==> src/rtl/rvic_claim_ctrl.sv <==
`default_nettype none
// ============================================================================
//  Module   : rvic_claim_ctrl
//  Purpose  : Claim/complete controller for a small vectored interrupt
//             controller. Raises irq_o for an eligible candidate, answers CPU
//             claims with the claimed ID (or 8'hFF), clears the pending bit of
//             a claimed source, and tracks nested active interrupts on a LIFO
//             stack of {id, prio} entries.
//  Revision : 1.0 - initial release
// ----------------------------------------------------------------------------
//  Parameters
//    NEST_DEPTH     maximum number of nested active interrupts (1..8)
//  Configuration macro
//    RVIC_NEST_EN   defined   : preemption enabled, stack depth NEST_DEPTH
//                   undefined : effective depth forced to 1 (no nesting)
//  Ports
//    clk_i          clock, rising edge
//    rst_ni         asynchronous active-low reset
//    cand_id_i      ID of the highest-priority enabled pending source
//    cand_prio_i    priority of cand_id_i (0 = no request)
//    threshold_i    global priority threshold
//    claim_i        single-cycle claim strobe
//    complete_i     single-cycle complete strobe
//    complete_id_i  ID being completed
//    irq_o          interrupt request to the CPU
//    claim_rvalid_o claim response valid pulse
//    claim_id_o     claimed ID, 8'hFF when nothing eligible
//    pend_clr_o     pending-clear pulse to the interrupt core
//    pend_clr_id_o  ID whose pending bit is cleared
//    complete_err_o pulse on an illegal complete
//    active_prio_o  priority on top of the stack (0 when empty)
//    depth_o        current stack occupancy
// ============================================================================
module rvic_claim_ctrl #(
  parameter int NEST_DEPTH = 4
) (
  input  logic       clk_i,
  input  logic       rst_ni,
  input  logic [4:0] cand_id_i,
  input  logic [7:0] cand_prio_i,
  input  logic [7:0] threshold_i,
  input  logic       claim_i,
  input  logic       complete_i,
  input  logic [4:0] complete_id_i,
  output logic       irq_o,
  output logic       claim_rvalid_o,
  output logic [7:0] claim_id_o,
  output logic       pend_clr_o,
  output logic [4:0] pend_clr_id_o,
  output logic       complete_err_o,
  output logic [7:0] active_prio_o,
  output logic [3:0] depth_o
);

  localparam int c_aw = (NEST_DEPTH > 1) ? $clog2(NEST_DEPTH) : 1;
`ifdef RVIC_NEST_EN
  localparam int c_eff_depth = NEST_DEPTH;
`else
  localparam int c_eff_depth = 1;
`endif
  localparam logic [3:0] c_eff_depth_w = 4'(c_eff_depth);

  typedef enum logic [1:0] {
    ST_IDLE   = 2'd0,
    ST_ASSERT = 2'd1,
    ST_RESP   = 2'd2
  } state_t;

  state_t          r_state;
  logic [4:0]      r_stk_id   [NEST_DEPTH];
  logic [7:0]      r_stk_prio [NEST_DEPTH];
  logic [3:0]      r_depth;
  logic            r_claim_pend;
  logic            r_claim_rvalid;
  logic [7:0]      r_claim_id;
  logic            r_pend_clr;
  logic [4:0]      r_pend_clr_id;
  logic            r_complete_err;

  logic [c_aw-1:0] w_top_idx;
  logic [c_aw-1:0] w_wr_idx;
  logic [7:0]      w_active_prio;
  logic            w_eligible;
  logic            w_claim_ok;
  logic            w_claim_latch;
  logic            w_claim_svc;
  logic            w_pop;
  logic            w_push;
  logic            w_cerr;

  assign w_top_idx     = c_aw'(r_depth - 4'd1);
  assign w_active_prio = (r_depth == 4'd0) ? 8'd0 : r_stk_prio[w_top_idx];

  assign w_eligible = (cand_prio_i > threshold_i) &&
                      (cand_prio_i > w_active_prio) &&
                      (r_depth < c_eff_depth_w);

  // A claim is only accepted outside RESP and when no claim is already held
  // over from a claim+complete collision.
  assign w_claim_ok    = claim_i && (r_state != ST_RESP) && !r_claim_pend;
  // Collision with complete: let the pop land first, answer one cycle later.
  assign w_claim_latch = w_claim_ok && complete_i;
  assign w_claim_svc   = r_claim_pend || (w_claim_ok && !complete_i);

  assign w_pop  = complete_i && (r_depth != 4'd0) &&
                  (complete_id_i == r_stk_id[w_top_idx]);
  assign w_cerr = complete_i && !w_pop;
  assign w_push = w_claim_svc && w_eligible;

  // Push slot accounts for a simultaneous pop so the stack stays contiguous.
  assign w_wr_idx = c_aw'(r_depth - {3'b000, w_pop});

  always_ff @(posedge clk_i or negedge rst_ni) begin
    if (!rst_ni) begin
      r_state        <= ST_IDLE;
      r_depth        <= 4'd0;
      r_claim_pend   <= 1'b0;
      r_claim_rvalid <= 1'b0;
      r_claim_id     <= 8'h00;
      r_pend_clr     <= 1'b0;
      r_pend_clr_id  <= 5'd0;
      r_complete_err <= 1'b0;
      for (int i = 0; i < NEST_DEPTH; i++) begin
        r_stk_id[i]   <= 5'd0;
        r_stk_prio[i] <= 8'd0;
      end
    end else begin
      r_pend_clr     <= 1'b0;
      r_claim_rvalid <= 1'b0;
      r_complete_err <= w_cerr;
      r_claim_pend   <= w_claim_latch;
      r_depth        <= r_depth - {3'b000, w_pop} + {3'b000, w_push};

      if (w_push) begin
        r_stk_id[w_wr_idx]   <= cand_id_i;
        r_stk_prio[w_wr_idx] <= cand_prio_i;
        r_pend_clr           <= 1'b1;
        r_pend_clr_id        <= cand_id_i;
      end

      if (w_claim_svc) begin
        r_claim_rvalid <= 1'b1;
        r_claim_id     <= w_eligible ? {3'b000, cand_id_i} : 8'hFF;
      end

      case (r_state)
        ST_IDLE: begin
          if (w_claim_svc)        r_state <= ST_RESP;
          else if (w_claim_latch) r_state <= ST_IDLE;
          else if (w_eligible)    r_state <= ST_ASSERT;
        end
        ST_ASSERT: begin
          if (w_claim_svc)        r_state <= ST_RESP;
          else if (w_claim_latch) r_state <= ST_IDLE;
          else if (!w_eligible)   r_state <= ST_IDLE;
        end
        ST_RESP:  r_state <= ST_IDLE;
        default:  r_state <= ST_IDLE;
      endcase
    end
  end

  assign irq_o          = (r_state == ST_ASSERT);
  assign claim_rvalid_o = r_claim_rvalid;
  assign claim_id_o     = r_claim_id;
  assign pend_clr_o     = r_pend_clr;
  assign pend_clr_id_o  = r_pend_clr_id;
  assign complete_err_o = r_complete_err;
  assign active_prio_o  = w_active_prio;
  assign depth_o        = r_depth;

endmodule
`default_nettype wire

==> config.mk <==
export PLATFORM = sky130hd
export DESIGN_NAME = rvic_claim_ctrl
export DESIGN_NICKNAME = d
export VERILOG_FILES = /design/src/rtl/rvic_claim_ctrl.sv
export SDC_FILE = /design/constraint.sdc
export NUM_CORES = 1
export LEC_CHECK = 0
export ABC_AREA = 1
export BUFFER_PORTS_ARGS = -buffer_cell sky130_fd_sc_hd__buf_2
export CAP_MARGIN = 30
export CELL_PAD_IN_SITES_DETAIL_PLACEMENT = 0
export CELL_PAD_IN_SITES_GLOBAL_PLACEMENT = 1
export CORE_AREA = 2 2 102 104
export DETAILED_ROUTE_END_ITERATION = 10
export DIE_AREA = 0 0 104 106
export PLACE_DENSITY = 0.83
export REMOVE_ABC_BUFFERS = 1
export SKIP_LAST_GASP = 1
export SLEW_MARGIN = 0
export SYNTH_ARGS = -nofsm -noshare
export SYNTH_HDL_FRONTEND = slang
export SYNTH_SLANG_ARGS = --single-unit
==> constraint.sdc <==
create_clock -name clk_i -period 3.9 [get_ports clk_i]
set_clock_uncertainty 0.1 [all_clocks]
set_input_delay 1.17 -clock clk_i [delete_from_list [all_inputs] [get_ports clk_i]]
set_output_delay 1.17 -clock clk_i [all_outputs]
set_load 0.05 [all_outputs]
==> reports/metrics.cfg, run 1 <==
[power]
pwr-share-comb_pct = 52.5
p_sw_mw = 1.462
power_frac_clock_pct = 20.6
p_leak_nw = 2.591
internal_power_mw = 1.494
power_density_nw_per_um2 = 619.0
p_sw_share_pct = 49.46
irDropWorstVdd_v = 0.0003377
seqPwrFrac_pct = 26.9

[clock_tree]
cts_tree = yes
cts.clk_slew.worst_paths_ns = 0.08
cts_resized = 0
cts_setup_buffers = 0
clock_path_buffers = 2
numCtsBuffers = 9
cts_root_buf = clkbuf_8
h-tree-depth = 3
clk_latency_ns = 0.36
cts.hold.buffers_added = 0
clkSinkCount = 73

[setup_path]
crit_chain = inv_2, ha_1, inv_1, nor2_1, o21ai_0, a21oi_1, inv_1, ha_1, nand2_1, nor2_1, nand2_1, nand3_2, a21oi_4, nand2_2, nor2_4, ha_1, nand2_1, nor2_1, xor2_1
r2r-start = depth_o[0]$_DFF_PN0_
crit_buf_inv = 3
path_max_fanout = 13
critPathLaunchType = register
crit_type = reg2reg
required_ns = 4.08
endpoint_kind = register
cp_top_family = simple AND/OR/NAND/NOR gates
cpPeakStageDelay_ns = 0.36
r2r_cells = 19
r2r-end = depth_o[3]$_DFF_PN0_
slowest_stage = dfrtp_1
r2r_slack_ns = 0.45
crit_arrival_ns = 3.63

[placed_design]
place_ws_ns = 0.4425
hpwl_um = 7693
gp_congestion = 0.8050
io_buffers = 58

[timing]
fin_setup_tns_ns = 0
slew_viol_final = 0
fin_crit_sh_pct = 88.53
rsz0062_at_grt = false
fmaxAchievable_mhz = 289.6
period_minus_slack_ns = 3.453
finalSetupViolCount = 0
hold_viol = 0
worst_slew_pin_slew_ns = 0.5243
max_slew_margin_pct = 64.97
setup_ws_ns = 0.4471

[detailed_routing]
dr.first_iter.drc_count = 203
routedWlPerCell_um = 15.96
first_pass_iters = 5
num_vias = 3762
drc = 0
final_antenna_net_count = 0
routed_wl_um = 11540
vias_per_cell = 5.203

[die]
start_util_pct = 41.75
die-height_um = 106
die_w_um = 104
dieArea_um2 = 11020
rows = 37
core_um2 = 10000
io_pins = 59

[run]
maxCapViolCount = 0

[layout]
drive_gt1_share_pct = 18.23
final_cell_mix = 172 x nand2_1, 73 x dfrtp_1, 68 x nor2_1, 58 x buf_2, 52 x nand4_1
nets = 634
area.growth.synth_to_final_pct = 14.38
antennaDiodeCount = 0
final_common_cell = nand2_1

[min_path]
holdCritPathClass = reg2reg
worstHoldStart = r_stk_prio[15]$_DFFE_PN0P_
min_delay_path_depth = 2
min_to = r_stk_prio[15]$_DFFE_PN0P_

[synthesis]
syn_inst = 526
yosysSeqAreaShare_pct = 43.75
syn-mean-instance-area_um2 = 7.938
yosysUniqueCellTypes = 30
ys_warn_count = 0
ys_seq_elements = 73
syn_area_um2 = 4175

[global_routing]
grt_max_degree = 35
grtUsageTotal_pct = 22.17
grt_overflow = 0
antenna_found_initial = 0
grt_pass1_vias = 3532
grt_pass1_wl_um = 18980

[run_status]
status = completed

worst register-to-register path, stage by stage (launching register included):
cell and delay (ns):
dfrtp_1 0.36, inv_2 0.09, ha_1 0.30, inv_1 0.24, nor2_1 0.17, o21ai_0 0.09
a21oi_1 0.23, inv_1 0.08, ha_1 0.27, nand2_1 0.06, nor2_1 0.05, nand2_1 0.07
nand3_2 0.10, a21oi_4 0.29, nand2_2 0.13, nor2_4 0.21, ha_1 0.21, nand2_1 0.06
nor2_1 0.12, xor2_1 0.15
cells by family after synthesis:
group | synth area share (%)
adders and majority gates | 6.593
xor gates and xnor gates | 1.259
AOI/OAI and AO/OA | 4.885
DFF | 43.75
buffers and inverters | 8.121
and+or+nand+nor | 35.39
synthesized netlist by cell type, drive strengths merged:
cell / n / share of area, %
clkinv: 1 / 0.090
xnor2: 4 / 0.84
nand3: 13 / 1.8
nand2: 177 / 16
nor2: 71 / 6.8
o21ai: 20 / 2.4
ha: 22 / 6.6
xor2: 2 / 0.42
buf: 24 / 4.2
inv: 38 / 3.4
nor3b: 2 / 0.48
nand4: 56 / 9.8
a21oi: 14 / 1.9
o21bai: 1 / 0.18
a21boi: 1 / 0.18
clkbuf: 5 / 0.45
and2: 1 / 0.15
dfrtp: 73 / 44
a21o: 1 / 0.18
through the flow:
stage	instance area (um2)	hold WS [ns]	utilization, %	std cells	total power, mW
after global routing	4776	0.3966	47.76	723	3.168
after global placement	4561	0.3491	45.61	706	2.342
after detailed placement	4581	0.3576	45.81	707	2.359
after CTS	4776	0.3759	47.76	723	2.971
final	4776	0.3748	47.76	723	2.956
after floorplan	3983	0.3366	-	497	1.861
layer usage:
| layer | up-vias | track usage (%) | share of wire [%] |
|---|---|---|---|
| li1 | 1826 | - | - |
| met4 | 0 | 8.591 | 2.0 |
| met1 | 1817 | 30.52 | 45 |
| met3 | 19 | 3.617 | 5.1 |
| met2 | 100 | 35.20 | 48 |
| met5 | - | 0 | 0 |
power groups by stage:
stage	Combinational (mW)	Sequential, mW	Clock, mW
finish	1.55	0.795	0.609
global route	1.72	0.797	0.649
CTS	1.56	0.795	0.617
detailed placement	1.55	0.809	0
global placement	1.53	0.809	0
floorplan	0.968	0.893	0
sequential cells by signal, indices dropped and copies added (netlist names):
signal          cells
pend_clr_o          1
r_stk_prio         32
complete_err_o      1
r_state             2
claim_rvalid_o      1
r_claim_pend        1
claim_id_o          6
pend_clr_id_o       5
depth_o             4
r_stk_id           20
how the worst max path moves through the flow:
stage / from / end / slack (ns) / depth (start not counted)
4_1_cts: depth_o[0]$_DFF_PN0_ / depth_o[3]$_DFF_PN0_ / 0.41 / 19
5_1_grt: depth_o[0]$_DFF_PN0_ / depth_o[3]$_DFF_PN0_ / 0.08 / 19
3_5_place_dp: depth_o[0]$_DFF_PN0_ / depth_o[3]$_DFF_PN0_ / 0.44 / 19
3_3_place_gp: depth_o[0]$_DFF_PN0_ / depth_o[3]$_DFF_PN0_ / 0.51 / 19
2_1_floorplan: depth_o[0]$_DFF_PN0_ / claim_id_o[0]$_DFFE_PN0N_ / -1.24 / 18
6_report: depth_o[0]$_DFF_PN0_ / depth_o[3]$_DFF_PN0_ / 0.45 / 19
final cells by class:
class	count	area, um2
flip-flops and latches	73	1827
clock buffers	10	137.6
inverters	39	146.4
fillers	1031	5224
multi-input cells	385	2014
clock inverters	6	57.56
well taps	136	170.2
repair buffers	74	422.9
No activity file was read; power rests on OpenSTA's default activity.
==> run 2: changes to the inputs <==
--- a/config.mk
+++ b/config.mk
@@ -13,7 +13,7 @@
 export CORE_AREA = 2 2 102 104
 export DETAILED_ROUTE_END_ITERATION = 10
 export DIE_AREA = 0 0 104 106
-export PLACE_DENSITY = 0.83
+export PLACE_DENSITY_LB_ADDON = 0.1
 export REMOVE_ABC_BUFFERS = 1
 export SKIP_LAST_GASP = 1
 export SLEW_MARGIN = 0
==> run 2 against run 1 <==
- count of clock-buffer cells in the layout did not move
- critical path type is now reg2out
- cell area rose by 0.60%
- first-iteration DRC count rose by 15%
- core utilization rose by 0.29 points
- critical path depth fell by 12
- power rose by 1.9%
- cell count rose by 0.14%
- worst hold slack got worse by 0.0020 ns
- sequential power barely moved
==> reports/metrics.cfg, run 2 (same netlist as run 1, synthesis figures left out) <==
[power]
pwr-share-comb_pct = 53.1
power_density_nw_per_um2 = 627.2
power_frac_clock_pct = 20.5
internal_power_mw = 1.526
irDropWorstVdd_v = 0.0002717
seqPwrFrac_pct = 26.4
p_sw_share_pct = 49.37
p_sw_mw = 1.488
total_power_mw = 3.013
p_leak_nw = 2.591

[layout]
final_common_cell = nand2_1
layout.cells.non_filler = 724
largest_register_ffs = 32
nets = 635
post-route-util_pct = 48.05
antennaDiodeCount = 0
final_cell_mix = 172 x nand2_1, 73 x dfrtp_1, 68 x nor2_1, 58 x buf_2, 52 x nand4_1
design_area_um2 = 4805
area.growth.synth_to_final_pct = 15.07
drive_gt1_share_pct = 18.37
regMostFlops = r_stk_prio

[placed_design]
gp_congestion = 0.8007
hpwl_um = 7930
io_buffers = 58
place_area_um2 = 4601
place_ws_ns = 0.4722
dp_cells = 708

[setup_path]
cpPeakStageDelay_ns = 0.39
crit_arrival_ns = 2.18
crit_type = reg2out
cp_top_family = buffers and inverters
crit_buf_inv = 3
crit_chain = inv_2, ha_1, buf_4, nor2_1, o21ai_0, a21oi_1, buf_2
required_ns = 2.63
endpoint_kind = primary output
path_max_fanout = 15
slowest_stage = dfrtp_1
critPathLaunchType = register

[detailed_routing]
first_pass_iters = 5
routed_wl_um = 12070
routedWlPerCell_um = 16.67
vias_per_cell = 5.236
num_vias = 3791
final_antenna_net_count = 0
dr.first_iter.drc_count = 233
drc = 0

[timing]
fin_crit_sh_pct = 88.56
max_slew_margin_pct = 63.03
slew_viol_final = 0
worst_slew_pin_slew_ns = 0.5532
setup_ws_ns = 0.4463
rsz0062_at_grt = false
period_minus_slack_ns = 3.454
hold_ws_ns = 0.3728
fmaxAchievable_mhz = 289.5
finalSetupViolCount = 0
fin_setup_tns_ns = 0
hold_viol = 0

[die]
die-height_um = 106
dieArea_um2 = 11020
die_w_um = 104
rows = 37
io_pins = 59
start_util_pct = 41.75
core_um2 = 10000

[global_routing]
grt_pass1_vias = 3622
grtUsageTotal_pct = 22.81
antenna_found_initial = 0
grt_max_degree = 74
grt_overflow = 0
grt_pass1_wl_um = 19510

[clock_tree]
cts_root_buf = clkbuf_8
cts.hold.buffers_added = 0
cts.clk_slew.worst_paths_ns = 0.08
clkSinkCount = 73
clk_latency_ns = 0.35
cts_setup_buffers = 0
clock_path_buffers = 2
cts_tree = yes
numCtsBuffers = 9
h-tree-depth = 3
cts_resized = 0

[run_status]
status = completed

[min_path]
holdCritPathClass = reg2reg

[run]
maxCapViolCount = 0

[run 2: final timing paths]
kind / startpoint / end / slack, ns / cells past startpoint
worst min register to register: r_stk_prio[31]$_DFFE_PN0P_ / r_stk_prio[31]$_DFFE_PN0P_ / 0.37 / 2
min in group asynchronous: rst_ni / r_stk_prio[13]$_DFFE_PN0P_ / 0.71 / 2
max in group asynchronous: rst_ni / r_stk_prio[1]$_DFFE_PN0P_ / 2.60 / 2
worst max-delay path: depth_o[0]$_DFF_PN0_ / active_prio_o[4] / 0.45 / 7
worst min-delay path: r_stk_prio[31]$_DFFE_PN0P_ / r_stk_prio[31]$_DFFE_PN0P_ / 0.37 / 2
worst max register to register: depth_o[0]$_DFF_PN0_ / r_stk_prio[18]$_DFFE_PN0P_ / 0.51 / 17
[run 2: layout make-up]
type / count / area [um2]
repair buffers: 75 / 442.9
multi-input cells: 385 / 2014
well taps: 136 / 170.2
inverters: 39 / 146.4
fillers: 1056 / 5195
clock inverters: 6 / 66.31
clock buffers: 10 / 137.6
flip-flops and latches: 73 / 1827
[run 2: worst min-delay path, delay by kind of cell (launching register included)]
kind	cells	cell delay [ns]
flops	1	0.34
simple gates	2	0.10
[run 2: power groups by stage]
stage,sequential (mW),combinational (mW),clock [mW]
after CTS,0.795,1.60,0.633
after floorplan,0.893,0.968,0
final,0.795,1.60,0.619
after detailed placement,0.810,1.59,0
after global routing,0.799,1.75,0.667
after global placement,0.811,1.59,0
[run 2: per-layer routing]
| metal | global-route usage [%] | routed length, um |
|---|---|---|
| met2 | 37.36 | 5711 |
| met1 | 31.66 | 5515 |
| met3 | 3.679 | 678 |
| met4 | 5.888 | 160 |
| met5 | 0 | 0 |
